===== config.mk =====
export PLATFORM = sky130hd
export DESIGN_NAME = trap_ctrl
export DESIGN_NICKNAME = d
export VERILOG_FILES = /design/src/rtl/trap_pkg.sv /design/src/rtl/irq_select.sv /design/src/rtl/trap_ctrl.sv
export SDC_FILE = /design/constraint.sdc
export NUM_CORES = 1
export LEC_CHECK = 0
export CAP_MARGIN = 20
export CORE_AREA = 4 4 206 208
export CTS_CLUSTER_SIZE = 28
export DETAILED_ROUTE_END_ITERATION = 10
export DIE_AREA = 0 0 210 212
export DONT_BUFFER_PORTS = 1
export GPL_TIMING_DRIVEN = 0
export MAX_ROUTING_LAYER = met4
export PLACE_DENSITY_LB_ADDON = 0.12
export SYNTH_ARGS = -nofsm -noshare
export SYNTH_HDL_FRONTEND = slang
export SYNTH_SLANG_ARGS = --single-unit
export TNS_END_PERCENT = 50

===== constraint.sdc =====
create_clock -name clk -period 8.3 [get_ports clk]
set_input_delay 1.66 -clock clk [delete_from_list [all_inputs] [get_ports clk]]
set_output_delay 1.66 -clock clk [all_outputs]
set_load 0.02 [all_outputs]

===== src/rtl/trap_pkg.sv =====
// Shared types for the trap sequencer.
// States, trap kinds and interrupt cause codes.
package trap_pkg;

    typedef enum logic [1:0] {
        S_RUN,
        S_DRAIN,
        S_UPDATE,
        S_REDIRECT
    } state_e;

    typedef enum logic {
        K_ENTER,
        K_LEAVE
    } kind_e;

    localparam logic [62:0] INTERRUPT_SOFTWARE = 63'd3;
    localparam logic [62:0] INTERRUPT_TIMER    = 63'd7;
    localparam logic [62:0] INTERRUPT_EXTERNAL = 63'd11;

endpackage


===== src/rtl/irq_select.sv =====
// Interrupt priority encoder.
// Request bits are {ext, timer, sw}; ext beats sw beats timer.
module irq_select
    import trap_pkg::*;
(
    input  logic [2:0]  req_i,
    output logic        any_o,
    output logic [62:0] code_o
);

    // Fixed-priority pick of the highest pending enabled source.
    always_comb begin
        any_o  = |req_i;
        code_o = '0;
        if (req_i[2]) begin
            code_o = INTERRUPT_EXTERNAL;
        end else if (req_i[0]) begin
            code_o = INTERRUPT_SOFTWARE;
        end else if (req_i[1]) begin
            code_o = INTERRUPT_TIMER;
        end
    end

endmodule


===== src/rtl/trap_ctrl.sv =====
// Trap sequencer between commit, data bus and CSR file.
// Drains memory, strobes the CSR update once, then redirects fetch.
module trap_ctrl
    import trap_pkg::*;
#(
    parameter int XLEN = 64
) (
    input  logic            clk,
    input  logic            reset,
    input  logic            commit_valid,
    input  logic [XLEN-1:0] commit_pc,
    input  logic [XLEN-1:0] commit_npc,
    input  logic            commit_exc,
    input  logic [62:0]     commit_code,
    input  logic            commit_mret,
    input  logic            mem_busy,
    input  logic            csr_gie,
    input  logic [2:0]      irq_en,
    input  logic [2:0]      irq_pend,
    input  logic [XLEN-1:0] csr_mtvec,
    input  logic [XLEN-1:0] csr_mepc,
    output logic            trap_enter,
    output logic            trap_leave,
    output logic            trap_irq,
    output logic [62:0]     trap_code,
    output logic [XLEN-1:0] trap_pc,
    output logic            flush,
    output logic            stall,
    output logic            redirect_valid,
    output logic [XLEN-1:0] redirect_pc,
    input  logic            redirect_ready
);

    state_e          state_q, state_d;
    kind_e           kind_q, kind_d;
    logic [XLEN-1:0] pc_q, pc_d;
    logic [62:0]     code_q, code_d;
    logic            irq_q, irq_d;

    logic            irq_any;
    logic [62:0]     irq_code;
    logic [XLEN-1:0] vec_base;
    logic [XLEN-1:0] vec_off;

    irq_select u_irq_select (
        .req_i  (irq_en & irq_pend),
        .any_o  (irq_any),
        .code_o (irq_code)
    );

    assign vec_base = {csr_mtvec[XLEN-1:2], 2'b00};
    assign vec_off  = XLEN'(code_q) << 2;

    // State and latched trap cause.
    always_ff @(posedge clk) begin
        if (reset) begin
            state_q <= S_RUN;
            kind_q  <= K_ENTER;
            pc_q    <= '0;
            code_q  <= '0;
            irq_q   <= 1'b0;
        end else begin
            state_q <= state_d;
            kind_q  <= kind_d;
            pc_q    <= pc_d;
            code_q  <= code_d;
            irq_q   <= irq_d;
        end
    end

    // Next state, cause latching and per-state outputs.
    always_comb begin
        state_d        = state_q;
        kind_d         = kind_q;
        pc_d           = pc_q;
        code_d         = code_q;
        irq_d          = irq_q;
        trap_enter     = 1'b0;
        trap_leave     = 1'b0;
        trap_irq       = 1'b0;
        trap_code      = '0;
        trap_pc        = '0;
        flush          = 1'b0;
        stall          = 1'b0;
        redirect_valid = 1'b0;
        redirect_pc    = '0;
        unique case (state_q)
            S_RUN: begin
                if (commit_valid) begin
                    if (commit_exc) begin
                        pc_d    = commit_pc;
                        code_d  = commit_code;
                        irq_d   = 1'b0;
                        kind_d  = K_ENTER;
                        state_d = S_DRAIN;
                    end else if (commit_mret) begin
                        kind_d  = K_LEAVE;
                        state_d = S_DRAIN;
                    end else if (csr_gie && irq_any) begin
                        pc_d    = commit_npc;
                        code_d  = irq_code;
                        irq_d   = 1'b1;
                        kind_d  = K_ENTER;
                        state_d = S_DRAIN;
                    end
                end
            end
            S_DRAIN: begin
                flush = 1'b1;
                stall = 1'b1;
                if (!mem_busy) begin
                    state_d = S_UPDATE;
                end
            end
            S_UPDATE: begin
                flush      = 1'b1;
                stall      = 1'b1;
                trap_enter = (kind_q == K_ENTER);
                trap_leave = (kind_q == K_LEAVE);
                trap_irq   = irq_q;
                trap_code  = code_q;
                trap_pc    = pc_q;
                state_d    = S_REDIRECT;
            end
            S_REDIRECT: begin
                flush          = 1'b1;
                stall          = 1'b1;
                redirect_valid = 1'b1;
                if (kind_q == K_LEAVE) begin
                    redirect_pc = csr_mepc;
                end else if (csr_mtvec[1:0] == 2'b01 && irq_q) begin
                    redirect_pc = vec_base + vec_off;
                end else begin
                    redirect_pc = vec_base;
                end
                if (redirect_ready) begin
                    state_d = S_RUN;
                end
            end
            default: begin
                state_d = S_RUN;
            end
        endcase
    end

endmodule


# Word-level counts from Yosys, hierarchy flattened
# Cells that the tools add are included.
# word_totals
regBits	131
elab_cells	59
# classes
add_sub_neg	1
n_reduce_logical	10
n_eq_ne	9
n_bitwise	2
mux	32
# ops
operator	count
two-way mux 64 bit	7
two-way mux 63 bit	6
adder 64 bit	1
two-way mux 2 bit	6
two-way mux 1 bit	11
inequality test 2 bit (second input constant)	4
one-hot mux 2 bit (4 select lines)	1
AND reduction 4 bit	2
OR reduction 3 bit	2
== test 2 x 1 -> 1 bit (second input constant)	2
== test 2 bit (second input constant)	2
inequality test 4 bit (second input constant)	1
bitwise AND 3 bit	1
two-way mux 3 bit	1
AND reduction 3 bit	1
nonzero test 3 bit	1
logical AND 1 bit	2
logical NOT 2 bit	1
nonzero test 2 bit	1
inverter 1 bit	1

# Longest topological paths before layout
# depth
depth_word	8
depth_mapped	13
ltp_nobuf	13

# Modules after synthesis
# A second synthesis with hierarchy kept.
# hier_totals
cells_unflattened	1616
hier_area_um2	12264.3
# by_module_without_submodules
mod	n_inst	area_per_inst_um2	cells_each
trap_ctrl	1	11781.3	1551
irq_select	1	483.0	65

# Worst setup path before layout
# No wires, ideal clock.
# synth_timing
kind	input to output
start	input port csr_mtvec[2]
end	output port redirect_pc[38]
path_stages	12
n_path_buf	0
path_slack_ps	2193
arrival_time_ps	4447
path_cell_list	ha_1 > inv_1 > fa_1 > nor2b_4 > o31a_1 > o31a_1 > or4_4 > nand4_1 > nor3b_1 > xnor2_1 > nand2_1 > a311oi_1
# synth_between
elab_chain_len	4
# synth_rtl
element	line_no	source
start: declaration	trap_ctrl.sv:20	input logic [XLEN-1:0] csr_mtvec,
adder 64 bit	trap_ctrl.sv:132	redirect_pc = vec_base + vec_off;
two-way mux 64 bit	trap_ctrl.sv:131	end else if (csr_mtvec[1:0] == 2'b01 && irq_q) begin
two-way mux 64 bit	trap_ctrl.sv:129	if (kind_q == K_LEAVE) begin
two-way mux 64 bit	trap_ctrl.sv:87	unique case (state_q)
end: declaration	trap_ctrl.sv:30	output logic [XLEN-1:0] redirect_pc,
# No other way between the ends.

# Worst setup path in the final report
# layout_timing
start	input port csr_mtvec[10]
end	output port redirect_pc[49]
# Same word-level chain as after synthesis.

==> results by group <==
Outcome
  • Status: finished clean

Synth
  • EDFF count, synth: 0
  • Post-Synth XOR/XNOR Area: 0.0360
  • Main flop type after synthesis: dfxtp_1
  • Ys Warns: 0
  • Synthesized area: 11,200 um2
  • Multiplexer share of the synthesized area: 0.0616
  • Simple-gate share of the synthesized area: 0.248
  • Top cells by area, synth: dfxtp_1 23%, and2_1 7.6%, ha_1 7.4%
  • Sequential share of the synthesized area: 0.234
  • FFs w/ async S/R, synth: 0
  • Syn_nets: 1,902
  • Cell variety after synth: 82
  • Syn_area_per_cell: 7.46 um2
  • Largest family of logic cells by synthesized area: compound AO/OA/AOI/OAI gates
  • Post-synth top area share: 0.234
  • Cell count after synthesis: 1,502
  • Compound-gate portion of the synthesized area: 0.296
  • #FFs+latches synth: 131
  • Largest area contributor in the netlist: dfxtp_1
  • Post-synthesis adder-cell area fraction: 0.0755

Pwr
  • Pwr Density: 232 nW/um2
  • Leak: 5.22 nW
  • Worst VDD drop: 0.121 mV

Floorplanning
  • Die Wd: 210 um
  • Initial Util: 0.276
  • CORE AREA: 40,600 um2
  • Die height: 212 um
  • Die area: 44,500 um2
  • Ports: 530
  • Row Count: 74

Drt
  • WL/cell: 27.6 um
  • Post-route ant nets: 0
  • Via count: 11,600
  • DR DRC count: 0
  • Drt via density: 5.62
  • Routed wire length: 57.1 mm
  • DRT iter0 DRCs: 655
  • First drt pass iteration count: 5

Final layout
  • Share of layout cells above drive strength 1: 0.0436
  • Commonest non-fill, non-tap cell in the layout: nor2_1
  • Layout net count: 1,924
  • Final Util: 0.310
  • Most frequent cells in the layout: 196 x nor2_1, 136 x and2_1, 131 x dfxtp_1
  • Fill cells: 4,501
  • Area grow syn2layout: 12.1%

GRT
  • Total grt overflow: 0
  • Gr usage total: 0.252
  • Vias in the first global route: 11,900
  • Initial antenna violation count: 3
  • Global-route wire length before repair: 80.8 mm
  • Largest net degree at the start of global routing: 17

Critical path
  • R2r startpoint: state_q[0]$_SDFFE_PP0P_
  • Worst Path Required: 6.64 ns
  • Critical path depth: 11
  • CP Launch Point: csr_mtvec[10]
  • Crit path kind: primary input to output port
  • Reg-to-Reg End: code_q[14]$_SDFFE_PP0P_
  • Bufs and invs on worst path: 0
  • Critical-path top delay cell: a2111oi_2
  • CP most frequent cell: o21ai_0
  • Crit-path max cell delay: 0.76 ns
  • Nature of the critical path startpoint: primary input
  • Worst Reg2Reg Path Length in Cells: 7
  • Worst setup EP type: output port
  • Cell Chain, Critical Path: ha_1, nand2_1, o21ai_0, and3_1, o311ai_1, a2111oi_2, o21bai_1, a21oi_1, o31ai_1, o21ai_0, o211a_1
  • WP data arrival: 5.25 ns
  • Critical Path Fanout Max: 6
  • Top Family by Delay on Critical Path: compound AO/OA/AOI/OAI gates
  • Setup crit end: redirect_pc[49]
  • R2R setup slack: 5.72 ns

Clocking
  • Worst skew pair latency: 0.47 ns
  • Post-CTS Hold Buffers: 0
  • CTS tree: done
  • Post-CTS setup buffer count: 0
  • Reg clk slew, reported paths: 0.06 ns
  • Root Buffer: clkbuf_16
  • CTS resizes: 0
  • CTS HTree Levels: 4
  • Clock net sink count: 131
  • Max clock buf depth: 2
  • Total CTS buffers: 17

Worst hold path
  • Hold Path Class: flip-flop to flip-flop

Job
  • Maximum capacitance violations: 0

Timing
  • Worst setup margin: 1.39 ns
  • FMAX: 145 MHz
  • RSZ-0062 raised after global routing: false
  • Hold Vio Cnt, Final: 0
  • Setup violations, final: 0
  • Clock skew: 0.00770 ns
  • Pins Over Slew Limit: 0
  • Tmin final: 6.91 ns
  • Setup TNS: 0 ns
  • Period utilization: 0.832
  • Max-slew headroom: 0.280
  • Worst Tran Pin Value: 1.08 ns

Place
  • Port Buffer Count: 0
  • RePlAce Congestion: 0.898
  • Hpwl dp: 46.4 mm
  • Dpl ws: 1.43 ns
## worst min-delay path, stage by stage, from the launching register on
cell and delay (ns):
dfxtp_1 0.31, nor2_1 0.09, a211oi_1 0.05
## how the worst min path moves through the flow
stage / from / end / slack [ns] / cells after the start
detailed placement: state_q[0]$_SDFFE_PP0P_ / state_q[0]$_SDFFE_PP0P_ / 0.49 / 2
finish: pc_q[6]$_SDFFE_PP0P_ / pc_q[6]$_SDFFE_PP0P_ / 0.49 / 2
global placement: pc_q[2]$_SDFFE_PP0P_ / pc_q[2]$_SDFFE_PP0P_ / 0.48 / 2
floorplan: state_q[0]$_SDFFE_PP0P_ / state_q[0]$_SDFFE_PP0P_ / 0.47 / 2
CTS: pc_q[32]$_SDFFE_PP0P_ / pc_q[32]$_SDFFE_PP0P_ / 0.49 / 2
global route: pc_q[23]$_SDFFE_PP0P_ / pc_q[23]$_SDFFE_PP0P_ / 0.51 / 2
## state kept, by name, summed over array words and instances (netlist names)
signal	flops
kind_q	1
code_q	63
state_q	2
irq_q	1
pc_q	64
## final cells by class
class | instances | area, um2 | share of cell area
Clock inverter | 11 | 200 | 0.0159
Sequential cell | 131 | 2620 | 0.209
Timing Repair Buffer | 3 | 45.0 | 0.00358
Buffer | 121 | 478 | 0.0380
Multi-Input combinational cell | 1233 | 8040 | 0.640
Tap cell | 532 | 666 | 0.0530
Clock buffer | 20 | 447 | 0.0356
Antenna cell | 1 | 2.50 | 0.000199
Inverter | 17 | 63.8 | 0.00508
## stage by stage
| stage | total power [W] | instance area [um2] | std cells | hold WS [ns] |
|---|---|---|---|---|
| 2_1_floorplan | 0.00167 | 11200 | 1502 | 0.466 |
| 3_3_place_gp | 0.00205 | 11900 | 2034 | 0.482 |
| 3_5_place_dp | 0.00207 | 11900 | 2037 | 0.486 |
| 4_1_cts | 0.00295 | 12600 | 2068 | 0.495 |
| 5_1_grt | 0.00310 | 12600 | 2069 | 0.508 |
| 6_report | 0.00291 | 12600 | 2069 | 0.495 |
## metal layers
layer  share of wire  vias to the layer above  track usage  wire length (um)
met1            0.40                     5614        0.284             22600
li1                -                     5484            -                 -
met5               0                        -            -                 0
met3           0.069                       59       0.0639              3970
met2            0.51                      478        0.447             29200
met4           0.023                        0       0.0707              1300
## cells in the mapped netlist (4+ instances only)
master	number
nor2_1	196
and2_1	136
dfxtp_1	131
a21oi_1	122
nand2_1	107
clkbuf_1	101
a211oi_1	75
mux2i_1	69
ha_1	66
a22oi_1	61
o21ai_0	61
a21o_1	41
xnor2_1	30
and3_1	22
nand3_1	21
nor3_1	20
inv_1	16
xor2_1	16
o211ai_1	14
a31oi_1	12
o211a_1	12
nand4_1	11
nor2b_1	11
buf_2	9
o21a_1	9
o21ai_1	9
a311oi_1	8
buf_1	8
or3_1	8
o21bai_1	7
nor4_1	6
a32oi_1	5
nand2b_1	5
a21oi_2	4
nor3b_1	4
nor4b_1	4
o31ai_1	4
## kinds of logic after synthesis
group,count (synthesis)
simple gates,565
compound gates,486
buf+inv,138
xor+xnor,46
flops,131
mux,69
fa+ha+maj,67
## power by group
part,total (W),internal (W),switching (W)
Clock,0.000868,0.000541,0.000327
Combinational,0.00122,0.000384,0.000840
Sequential,0.000823,0.000745,0.0000783
(Power assumes the default switching activity.)
